[src/rtl/mult_c3x3_result_unpacker.sv]
// Splits one packed C3x3 product word into sign/zero-extended lane beats on a valid/ready stream.
// Optional feature macro: UNPACKER_LANE_SUM_EN adds out_sum_o, the running sum of a word's lanes.
//
// state  | meaning
// S_IDLE | no word held, ready to accept
// S_EMIT | emitting lanes of the latched word, lane_q is the current beat
module mult_c3x3_result_unpacker #(
    parameter int W_IN  = 18,
    parameter int W_OUT = 18
) (
    input  logic             clk,
    input  logic             reset,
    input  logic             in_valid_i,
    output logic             in_ready_o,
    input  logic [W_IN-1:0]  in_data_i,
    input  logic [1:0]       in_mode_i,
    input  logic             in_sign_i,
    output logic             out_valid_o,
    input  logic             out_ready_i,
    output logic [W_OUT-1:0] out_data_o,
    output logic [1:0]       out_lane_o,
    output logic             out_last_o,
    output logic             err_mode_o
`ifdef UNPACKER_LANE_SUM_EN
    ,
    output logic [W_OUT+1:0] out_sum_o
`endif
);

    typedef enum logic {
        S_IDLE = 1'b0,
        S_EMIT = 1'b1
    } state_t;

    state_t           state_q, state_d;
    logic [W_IN-1:0]  data_q, data_d;
    logic [1:0]       mode_q, mode_d;
    logic             sign_q, sign_d;
    logic [1:0]       lane_q, lane_d;
    logic             err_q, err_d;

    logic [1:0]       last_lane;
    logic [W_OUT-1:0] field;
    logic [4:0]       field_w;
    logic             field_msb;
    logic [W_OUT-1:0] lane_ext;
    logic             out_valid;
    logic             is_last;
    logic             beat_fire;
    logic             in_ready;
    logic             accept;

    // Field select for the current lane; mode_q never holds 3 (folded to full width on accept).
    always_comb begin
        last_lane = 2'd0;
        field     = W_OUT'(data_q);
        field_w   = 5'd18;
        field_msb = data_q[17];
        case (mode_q)
            2'd1: begin
                last_lane = 2'd1;
                if (lane_q == 2'd0) begin
                    field     = W_OUT'(data_q[7:0]);
                    field_w   = 5'd8;
                    field_msb = data_q[7];
                end else begin
                    field     = W_OUT'(data_q[17:8]);
                    field_w   = 5'd10;
                    field_msb = data_q[17];
                end
            end
            2'd2: begin
                last_lane = 2'd3;
                case (lane_q)
                    2'd0: begin
                        field     = W_OUT'(data_q[3:0]);
                        field_w   = 5'd4;
                        field_msb = data_q[3];
                    end
                    2'd1: begin
                        field     = W_OUT'(data_q[7:4]);
                        field_w   = 5'd4;
                        field_msb = data_q[7];
                    end
                    2'd2: begin
                        field     = W_OUT'(data_q[13:8]);
                        field_w   = 5'd6;
                        field_msb = data_q[13];
                    end
                    default: begin
                        field     = W_OUT'(data_q[17:14]);
                        field_w   = 5'd4;
                        field_msb = data_q[17];
                    end
                endcase
            end
            default: begin
                last_lane = 2'd0;
            end
        endcase
        lane_ext = field | ((sign_q && field_msb) ? ({W_OUT{1'b1}} << field_w) : '0);
    end

    assign out_valid = (state_q == S_EMIT);
    assign is_last   = out_valid && (lane_q == last_lane);
    assign beat_fire = out_valid && out_ready_i;
    assign in_ready  = !out_valid || (beat_fire && is_last);
    assign accept    = in_valid_i && in_ready;

    always_comb begin
        state_d = state_q;
        data_d  = data_q;
        mode_d  = mode_q;
        sign_d  = sign_q;
        lane_d  = lane_q;
        err_d   = err_q;
        if (accept) begin
            state_d = S_EMIT;
            data_d  = in_data_i;
            mode_d  = (in_mode_i == 2'd3) ? 2'd0 : in_mode_i;
            sign_d  = in_sign_i;
            lane_d  = 2'd0;
            if (in_mode_i == 2'd3) begin
                err_d = 1'b1;
            end
        end else if (beat_fire) begin
            if (is_last) begin
                state_d = S_IDLE;
            end else begin
                lane_d = lane_q + 2'd1;
            end
        end
    end

    // Clearing data_q/mode_q on reset is what forces out_data_o to zero afterwards.
    always_ff @(posedge clk) begin
        if (reset) begin
            state_q <= S_IDLE;
            data_q  <= '0;
            mode_q  <= 2'd0;
            sign_q  <= 1'b0;
            lane_q  <= 2'd0;
            err_q   <= 1'b0;
        end else begin
            state_q <= state_d;
            data_q  <= data_d;
            mode_q  <= mode_d;
            sign_q  <= sign_d;
            lane_q  <= lane_d;
            err_q   <= err_d;
        end
    end

    assign in_ready_o  = in_ready;
    assign out_valid_o = out_valid;
    assign out_data_o  = lane_ext;
    assign out_lane_o  = lane_q;
    assign out_last_o  = is_last;
    assign err_mode_o  = err_q;

`ifdef UNPACKER_LANE_SUM_EN
    logic [W_OUT+1:0] sum_q, sum_d;
    logic [W_OUT+1:0] lane_wide;

    // sum_q holds earlier lanes; the current lane is added combinationally so the total lands on out_last.
    always_comb begin
        lane_wide = sign_q ? {{2{lane_ext[W_OUT-1]}}, lane_ext} : {2'b00, lane_ext};
        sum_d     = sum_q;
        if (accept) begin
            sum_d = '0;
        end else if (beat_fire) begin
            sum_d = sum_q + lane_wide;
        end
    end

    always_ff @(posedge clk) begin
        if (reset) begin
            sum_q <= '0;
        end else begin
            sum_q <= sum_d;
        end
    end

    assign out_sum_o = sum_q + lane_wide;
`endif

endmodule

[config.mk]
export PLATFORM = sky130hd
export DESIGN_NAME = mult_c3x3_result_unpacker
export DESIGN_NICKNAME = d
export VERILOG_FILES = /design/src/rtl/mult_c3x3_result_unpacker.sv
export SDC_FILE = /design/constraint.sdc
export NUM_CORES = 1
export LEC_CHECK = 0
export BUFFER_PORTS_ARGS = -buffer_cell sky130_fd_sc_hd__buf_2
export CAP_MARGIN = 15
export CORE_UTILIZATION = 25
export CTS_BUF_LIST = sky130_fd_sc_hd__clkbuf_16
export DETAILED_ROUTE_END_ITERATION = 10
export GPL_ROUTABILITY_DRIVEN = 0
export SETUP_SLACK_MARGIN = 0.4
export SKIP_LAST_GASP = 1
export SLEW_MARGIN = 20
export SYNTH_ARGS = -nofsm -noshare
export SYNTH_HDL_FRONTEND = slang
export SYNTH_SLANG_ARGS = --single-unit
[constraint.sdc]
create_clock -name clk -period 2.1 [get_ports clk]
set_input_delay 0.42 -clock clk [delete_from_list [all_inputs] [get_ports clk]]
set_output_delay 0.42 -clock clk [all_outputs]
set_load 0.005 [all_outputs]
==> results list <==
- Final Worst Setup Slack: -0.231 ns
- Max-cap violations in this run came to 0.
* Post-route DRC violation count: 0
* Global-route usage over all layers: 16.3%
- The final critical path takes up 111% of the cycle.
- Setup slack on the worst reg-to-reg path comes out at 0.02 ns.
- In this run the power density over the cells is 501 nW/µm².
- Among all flip-flop cells after synthesis, the most frequent one is dfxtp_1.
- Total negative slack: -3.27 ns
* Post-synthesis sequential area ratio: 30.3%
* Iteration-0 DRC count of the detailed router: 106
- TritonCTS built the clock tree.
- Most area-hungry cell type in the Yosys netlist: dfxtp_1
- The worst register-to-register path has a depth of 11.
- Pin count of the biggest net entering global routing: 28
- The die covers 6920 µm².
- Area growth, synth to finish: 72.1%
- Hold/Removal Path Class: input pin to flip-flop
* Power after layout: 1.42 mW
- Final hold analysis gives a worst-case slack of 0.400 ns.
- Register share of total power: 38.0%
- Summed over all layers, the global routing overflow is 0.
- Sorting the synthesized cells by area gives the leading types as dfxtp_1 (30%), o21ai_0 (8.2%), a21oi_1 (7.3%), nand3_1 (6.7%), ha_1 (5.3%).
* Share of Yosys cell area claimed by the top area cell type: 30.3%
- Cells with a size suffix above 1 make up 58.6% of the layout.
- For this design, the sink count on the clock tree is 25.
- Failing checks: negative setup slack
* Post-placement setup slack: 0.0134 ns
* Drt first pass iters: 4
* Unique cell type count in the Yosys netlist: 42
- Final Hold Fails: 0
* Clock network fraction of design power: 30.4%
- Top library cells by usage in the layout, fill and taps aside: buf_2 (48), dfxtp_1 (21), buf_4 (17)
* Yosys warns: 0
* Final setup vio count: 19
- The routed design has 6200 µm of wire.
* Count of flip-flops with a built-in enable after synthesis: 0
- STA classifies the critical path endpoint as an output port.
- Clock-pin transition on the worst setup and hold timing paths: 0.07 ns
- Starting density of the core: 26.0%
- CTS placed an instance of clkbuf_16 at the clock tree root.
* Outcome: complete, but fails checks
- In this run the worst path has a maximum fanout of 4.
- Detailed-route wire length per cell: 17.4 µm
- Count of standard-cell rows: 29
* Number of primary I/O pins: 49
* Port Buffers: 48
- Stage delay of the slowest cell on the critical path: 0.41 ns
- Worst hold path cell count: 3
- In this run, the combinational gates consume 31.6% of the power.
- In the routed layout, each cell is associated on average with a via count of 5.51.
- Number of antenna cells inserted: 0
- Derived from the worst setup path, the maximum achievable clock frequency is 429 MHz.
- Traced cell by cell, the critical path runs through inv_6 > ha_4 > a221oi_4 > a221oi_1 > o2111a_1 > a21o_1 > buf_2.
- The longest clock path from root to sink contains 2 buffers.
* Vert. Die Dim: 83.2 µm
* Worst Path Arrival: 1.91 ns
- Clock tree synthesis inserted a total of 3 buffers.
- The worst pin sits at a relative slew slack of 24.6%.
- Sw Ratio: 29.9%
- STA classifies the critical path startpoint as a flip-flop.
* Number of instances in the synthesized netlist: 203
* Area of the core: 6350 µm²
- Final clock skew: 0.00810 ns
- In this run the critical register-to-register path is captured at mode_q[1].
- Clock latency at the later pin of the worst-skew pair: 0.26 ns
- Hold-fix buffers, CTS: 0
- For this run, the post-layout net count is 313.
* Transition time at the pin with the least slew margin: 1.13 ns
* Remaining antenna violation count: 0
- The wire-length estimate of the detail-placed layout is 3690 µm.
- Count of state elements after synthesis: 25
* Synthesized area: 1650 µm²
* Time the worst path needs with I/O delays and setup: 2.33 ns
- STA puts the critical path data required time at 1.68 ns.
- Setup repair after global routing could not meet its margin everywhere.
- The via count of the first global-routing pass came to 1795.
* First-pass GRT wire length: 9150 µm
- Counting flops with an async set or reset pin after synthesis yields a share of 0%.
- Critical R2R Launch: mode_q[0]
- The path with the worst hold slack has its endpoint at data_q[2].
- Synth Area per Inst: 8.12 µm²
* Horizontal die dimension: 83.2 µm
- The startpoint identified for the worst hold timing path is in_data_i[2].
- The internal power of the cells totals 0.997 mW.
* Startpoint-to-endpoint class of the critical path: flip-flop to output port
* H-Tree Level Count: 1
* Number of pins with negative max-slew slack in the final report: 0
- The initial antenna violation count was 0.
- Standby leakage power: 1.18 nW
- IR analysis of the VDD net gives a maximum drop of 0.000439 V.
- The routed layout has 1966 vias.
- Source of the critical timing path: out_lane_o[0]
* Net switching power: 0.425 mW
* Syn nets: 235
- The library cell used most frequently in the layout, excluding fill and tap cells, is buf_2.
- On the critical path, the stage with the largest delay is an instance of dfxtp_4.
## timing repair
action | 4_1_cts | 5_1_grt
pin swaps | 12 | 29
gates resized for setup | 38 | 75
setup endpoints to repair | 45 | 45
gates cloned | 4 | 2
setup buffers | 12 | 13
## power by group through the flow
stage                     logic (mW)  registers [mW]  clock network [mW]
after floorplan                0.168           0.530                   0
after global placement         0.246           0.542                   0
after detailed placement       0.248           0.542                   0
after CTS                      0.341           0.533               0.430
after global routing           0.480           0.544               0.458
final                          0.450           0.541               0.432
## kinds of logic (layout without fill, tap and decap cells)
family / count (synthesis) / after routing / synth area share, %
AOI/OAI and AO/OA: 88 / 90 / 35.4
DFF: 25 / 25 / 30.3
buffers and inverters: 28 / 103 / 9.48
xor gates and xnor gates: 2 / 2 / 1.52
muxes: 2 / 2 / 1.29
and+or+nand+nor: 51 / 51 / 16.7
adders and majority gates: 7 / 7 / 5.31
## cells in the mapped netlist (2+ instances only)
cell	number
a221o_1	6
a21o_1	11
a21oi_1	24
inv_1	11
clkbuf_8	2
nor3b_1	3
nor2_1	5
buf_6	2
clkbuf_1	8
a221oi_1	4
a22oi_1	4
o21ai_0	27
nand2_1	6
o211ai_1	2
o31ai_1	2
nor3_1	4
dfxtp_1	25
nand2b_1	3
nand3_1	22
nor2b_1	3
clkbuf_2	2
ha_1	7
## layout make-up
cell class                 instances  area, µm²
tap                               77       96.3
clock inverter                     1       6.26
fill                             605       3510
sequential                        25        510
timing repair buffer              87        689
multi-input combinational        152       1400
inverter                          12       60.1
clock buffer                       3       75.1
## layer usage
metal  wire length [µm]  GRT usage [%]  vias to the layer above  part of all wire [%]
met3                303           2.49                       11                   4.9
met2               2990           25.0                       75                    48
li1                   -              -                      922                     -
met1               2820           23.7                      958                    45
met5                  0              0                        -                     0
met4                 95           4.08                        0                   1.5
## critical path, delay by kind of cell, from the launching register on
family / cells / cell delay, ns
flops: 1 / 0.41
buf+inv: 2 / 0.17
compound gates: 4 / 0.89
fa+ha+maj: 1 / 0.18
## flip-flops by register name (all words and copies together), names as in the netlist
| register | flops |
|---|---|
| sign_q | 1 |
| out_valid_o | 1 |
| out_lane_o | 2 |
| err_mode_o | 1 |
| data_q | 18 |
| mode_q | 2 |
## worst max-delay path by stage
stage / slack (ns) / cells after the start / endpoint
6_report: -0.23 / 7 / out_data_o[13]
5_1_grt: -0.31 / 7 / out_data_o[15]
4_1_cts: -0.21 / 7 / out_data_o[12]
3_5_place_dp: 0.01 / 7 / out_data_o[8]
3_3_place_gp: 0.04 / 7 / out_data_o[4]
2_1_floorplan: 0.19 / 6 / out_data_o[4]
## per-stage QoR
stage	instance area [µm²]	util, %	instances
floorplan	1760	-	203
global placement	2030	31.9	322
detailed placement	2030	31.9	322
CTS	2430	38.3	342
global route	2840	44.7	357
finish	2840	44.7	357
No activity file was read; power rests on OpenSTA's default activity.
